## src/rtl/risc18_core.sv

```systemverilog
// ---------------------------------------------------------------------------
// risc18_core : 16-bit teaching core running four packed instructions per load
// Revision    : 1.0
// ---------------------------------------------------------------------------
`default_nettype none

module risc18_core #(
   parameter int NSLOTS = 4
) (
   input  logic        clock,
   input  logic        reset,
   input  logic [63:0] PCin,
   output logic [15:0] ans,
   output logic [63:0] k,
   output logic        done
);

   localparam logic [3:0] c_op_add  = 4'h0;
   localparam logic [3:0] c_op_sub  = 4'h1;
   localparam logic [3:0] c_op_and  = 4'h2;
   localparam logic [3:0] c_op_or   = 4'h3;
   localparam logic [3:0] c_op_xor  = 4'h4;
   localparam logic [3:0] c_op_ldi  = 4'h5;
   localparam logic [3:0] c_op_shl  = 4'h6;
   localparam logic [3:0] c_op_shr  = 4'h7;
   localparam logic [3:0] c_op_mul  = 4'h8;
   localparam logic [3:0] c_op_not  = 4'h9;
   localparam logic [3:0] c_op_halt = 4'hF;
   localparam logic [1:0] c_last_slot = 2'(NSLOTS - 1);

   logic [1:0]  r_cnt;
   logic        r_ld;
   logic [15:0] r_rf [16];

   logic [3:0]  w_op, w_rd, w_rs1, w_rs2;
   logic [15:0] w_a, w_b, w_res, w_mul;
   logic        w_we, w_halt;

   assign w_op   = k[63:60];
   assign w_rd   = k[59:56];
   assign w_rs1  = k[55:52];
   assign w_rs2  = k[51:48];
   assign w_a    = r_rf[w_rs1];
   assign w_b    = r_rf[w_rs2];
   assign w_mul  = w_a * w_b;
   assign w_halt = (w_op == c_op_halt);

   // Opcodes A..F leave the register file and ans untouched.
   always_comb begin
      w_res = 16'h0000;
      w_we  = 1'b1;
      case (w_op)
         c_op_add: w_res = w_a + w_b;
         c_op_sub: w_res = w_a - w_b;
         c_op_and: w_res = w_a & w_b;
         c_op_or:  w_res = w_a | w_b;
         c_op_xor: w_res = w_a ^ w_b;
         c_op_ldi: w_res = {8'h00, w_rs1, w_rs2};
         c_op_shl: w_res = w_a << w_b[3:0];
         c_op_shr: w_res = w_a >> w_b[3:0];
         c_op_mul: w_res = w_mul;
         c_op_not: w_res = ~w_a;
         default:  w_we  = 1'b0;
      endcase
   end

   always_ff @(posedge clock or negedge reset) begin
      if (!reset) begin
         k     <= 64'h0;
         ans   <= 16'h0000;
         done  <= 1'b0;
         r_cnt <= 2'd0;
         r_ld  <= 1'b1;
         for (int i = 0; i < 16; i++) begin
            r_rf[i] <= 16'(i);
         end
      end else if (r_ld) begin
         k    <= PCin;
         r_ld <= 1'b0;
      end else if (!done) begin
         if (w_halt) begin
            // HALT parks itself at the head of k so it stays visible.
            done <= 1'b1;
         end else begin
            k     <= {k[47:0], 16'h0000};
            r_cnt <= r_cnt + 2'd1;
            if (r_cnt == c_last_slot) begin
               done <= 1'b1;
            end
            if (w_we) begin
               r_rf[w_rd] <= w_res;
               ans        <= w_res;
            end
         end
      end
   end

endmodule

`default_nettype wire

```

## config.mk

```make
export PLATFORM = sky130hd
export DESIGN_NAME = risc18_core
export DESIGN_NICKNAME = d
export VERILOG_FILES = /design/src/rtl/risc18_core.sv
export SDC_FILE = /design/constraint.sdc
export NUM_CORES = 1
export LEC_CHECK = 0
export ABC_AREA = 1
export ABC_CLOCK_PERIOD_IN_PS = 12930
export BUFFER_PORTS_ARGS = -buffer_cell sky130_fd_sc_hd__buf_2
export CAP_MARGIN = 20
export CORE_ASPECT_RATIO = 1.1
export CORE_MARGIN = 8
export CORE_UTILIZATION = 45
export CTS_BUF_LIST = sky130_fd_sc_hd__clkbuf_2
export DETAILED_ROUTE_END_ITERATION = 8
export PLACE_DENSITY = 0.61
export SLEW_MARGIN = 20
export SYNTH_ARGS = -nofsm -noshare
export SYNTH_HDL_FRONTEND = slang
export SYNTH_SLANG_ARGS = --single-unit
```

## constraint.sdc

```tcl
create_clock -name clock -period 12.93 [get_ports clock]
set_input_delay 1.293 -clock clock [delete_from_list [all_inputs] [get_ports clock]]
set_output_delay 1.293 -clock clock [all_outputs]
set_load 0.1 [all_outputs]
```

==> key figures <==
Outcome
  • Outcome: complete, no violations

Final layout
  • Share of layout cells above drive strength 1: 0.123
  • Final nets: 3995
  • Synth-to-Final Area Change: 6.05%
  • Cell Count, Final, Fillers Out: 4579
  • FILL cells: 6071

Routing
  • # DRC: 0
  • Pre-antenna DRT Iters: 6
  • DR WL/cell: 19.6 um
  • Vias per cell: 5.44
  • WL final: 89.7 mm
  • Vias: 24900
  • Antenna Violating Nets Remaining: 0
  • 1st-iter DRT viols: 2102

Timing
  • Slew headroom: 0.243
  • # setup viols final: 0
  • Setup tns final: 0 ns
  • Setup WS post-layout: 3.79 ns
  • Fin Hold WS: 0.341 ns
  • Slew at the pin with the worst max-slew slack: 1.13 ns
  • Final number of hold-violating endpoints: 0
  • Maximum clock rate: 0.109 GHz
  • Max Slew Vio Count: 0
  • Final period util: 0.707
  • Final Skew: 0.0921 ns
  • RSZ-0062 raised after global routing: no
  • Tmin final: 9.14 ns

Yosys
  • Yosys reg bits: 340
  • Synthesized netlist cell count: 3689
  • Asr flop ratio synth: 1.00
  • Synth top cells by count: nand2_1 (1169), inv_1 (531), nand3_1 (367)
  • Synthesized area: 26100 sq um
  • Post-synth EDFFs: 0
  • Most used standard cell by instance count after synthesis: nand2_1
  • Seq/Total Area, Yosys: 0.327
  • Post-synth cell types: 64
  • Avg Inst Size Synth: 7.08 sq um
  • Largest area contributor in the netlist: dfrtp_1
  • Synth top area cells: dfrtp_1 (29%), nand2_1 (17%), inv_1 (7.6%)
  • Primary FF master, synth: dfrtp_1
  • YS warnings: 0
  • Top-area cell type share of the netlist area: 0.294
  • Post-Syn Nets: 3935

GRT
  • Initial antenna violation count: 4
  • Largest net degree at the start of global routing: 142
  • Overall Global Routing Usage: 0.266
  • Number of global-route vias before repair: 23800
  • First-pass GRT wire length: 138 mm
  • Grt total ovfl: 0

Floorplanning
  • Site row count: 92
  • Initial core utilization: 0.455
  • Chip height: 269 um
  • Die width: 246 um
  • Number of top-level pins: 147
  • Core area: 57300 sq um
  • Total Die Area: 66000 sq um

Place
  • Worst slack, placed: 3.98 ns
  • Gp weighted congestion: 0.967
  • Dpl hpwl: 61.0 mm
  • Placed insts: 4412
  • Port Buf Inserts: 146

Worst setup path
  • Setup CP Type: reg -> reg
  • CP arrival: 9.97 ns
  • Crit-path max cell delay: 0.77 ns
  • Crit end category: flip-flop
  • R2R Setup Slk: 3.79 ns
  • CP Max Fanout: 66
  • Critical Path RT: 13.76 ns
  • CP max stage cell: dfrtp_4
  • Reg2reg start: k[52]
  • Most used cell, CP: nand2_1
  • Startpoint types: flip-flop
  • Reg2reg end: r_rf[206]
  • R2r worst-path depth: 36

Clock network
  • CTS resizes: 0
  • Post-CTS Setup Bufs: 0
  • Clk root buf: clkbuf_2
  • Clock Latency Late Sink: 1.00 ns
  • CTS tree: built
  • # H-tree levels: 3
  • Reg clk slew, reported paths: 0.13 ns
  • Hold_buf cts: 0
  • Maximum clock path buffer count: 3
  • Number of buffers created by CTS: 87
  • Clock sink total: 340

Worst hold path
  • Min-delay worst type: in -> async

Flow run
  • Total of max-cap violations: 0
[flip-flops by register name, indices dropped and copies added (netlist names)]
| register | count |
|---|---|
| ans | 16 |
| done | 1 |
| k | 64 |
| r_cnt | 2 |
| r_ld | 1 |
| r_rf | 256 |
[metrics by stage]
stage,utilization,cell area [sq um]
2_1_floorplan,-,26100
3_3_place_gp,0.468,26800
3_5_place_dp,0.468,26800
4_1_cts,0.483,27700
5_1_grt,0.483,27700
6_report,0.483,27700
[layout by cell type, fill, tap and decap left out, types with 8 or more instances in the layout]
cell,synthesis,routed
inv_1,531,531
buf_4,21,44
ha_1,99,99
nand3_1,367,367
buf_2,71,145
nand2_1,1169,1169
a22oi_1,30,30
nor2_1,114,106
o311ai_0,12,12
a21oi_1,100,100
a221oi_1,10,10
nand2_2,22,22
clkinv_1,6,22
inv_2,14,17
dfstp_2,33,33
dfrtp_1,307,302
o21ai_1,110,110
fa_1,81,81
o211ai_1,90,90
nor2_2,8,15
xor2_1,18,18
or2_1,8,8
clkbuf_2,0,136
o21ai_0,235,235
[worst max-delay path by stage]
stage | start | to | slack (ns) | depth (start not counted)
global route | k[52] | r_rf[14] | 3.20 | 36
floorplan | k[48] | r_rf[110] | 5.59 | 41
finish | k[52] | r_rf[206] | 3.79 | 36
global placement | k[52] | r_rf[14] | 4.06 | 36
detailed placement | k[52] | r_rf[14] | 3.98 | 36
CTS | k[52] | r_rf[14] | 3.92 | 36
[metal layers]
metal | global-route usage | share of wire
met4 | 0.0930 | 0.029
met3 | 0.0360 | 0.067
met5 | 0 | 0
met1 | 0.353 | 0.43
met2 | 0.444 | 0.48
[critical path: cells and delay by family (launching register included)]
kind	cells	cell delay, ns
simple gates	14	2.33
fa+ha+maj	7	3.04
compound gates	7	1.15
flops	1	0.77
buf+inv	8	1.60
[layout make-up]
| class | count | area (sq um) | area share |
|---|---|---|---|
| clock inverters | 27 | 165 | 0.00596 |
| repair buffers | 191 | 1090 | 0.0394 |
| flip-flops and latches | 340 | 8560 | 0.309 |
| well taps | 752 | 941 | 0.0340 |
| diodes | 4 | 10.0 | 0.000361 |
| inverters | 555 | 2090 | 0.0756 |
| multi-input cells | 2574 | 14100 | 0.511 |
| clock buffers | 136 | 681 | 0.0246 |
[logic make-up (layout without fill, tap and decap cells)]
group | after synthesis | in the layout | share of synthesized area
buf+inv | 775 | 909 | 0.132
simple gates | 1723 | 1723 | 0.275
other cells | 1 | 5 | 0.000144
xor+xnor | 23 | 23 | 0.00800
compound gates | 643 | 643 | 0.146
flops | 340 | 340 | 0.327
mux | 4 | 4 | 0.00153
fa+ha+maj | 180 | 180 | 0.110
Power is not shown: default switching activity piles up to over one toggle a cycle in this logic, so the estimate is an artifact.
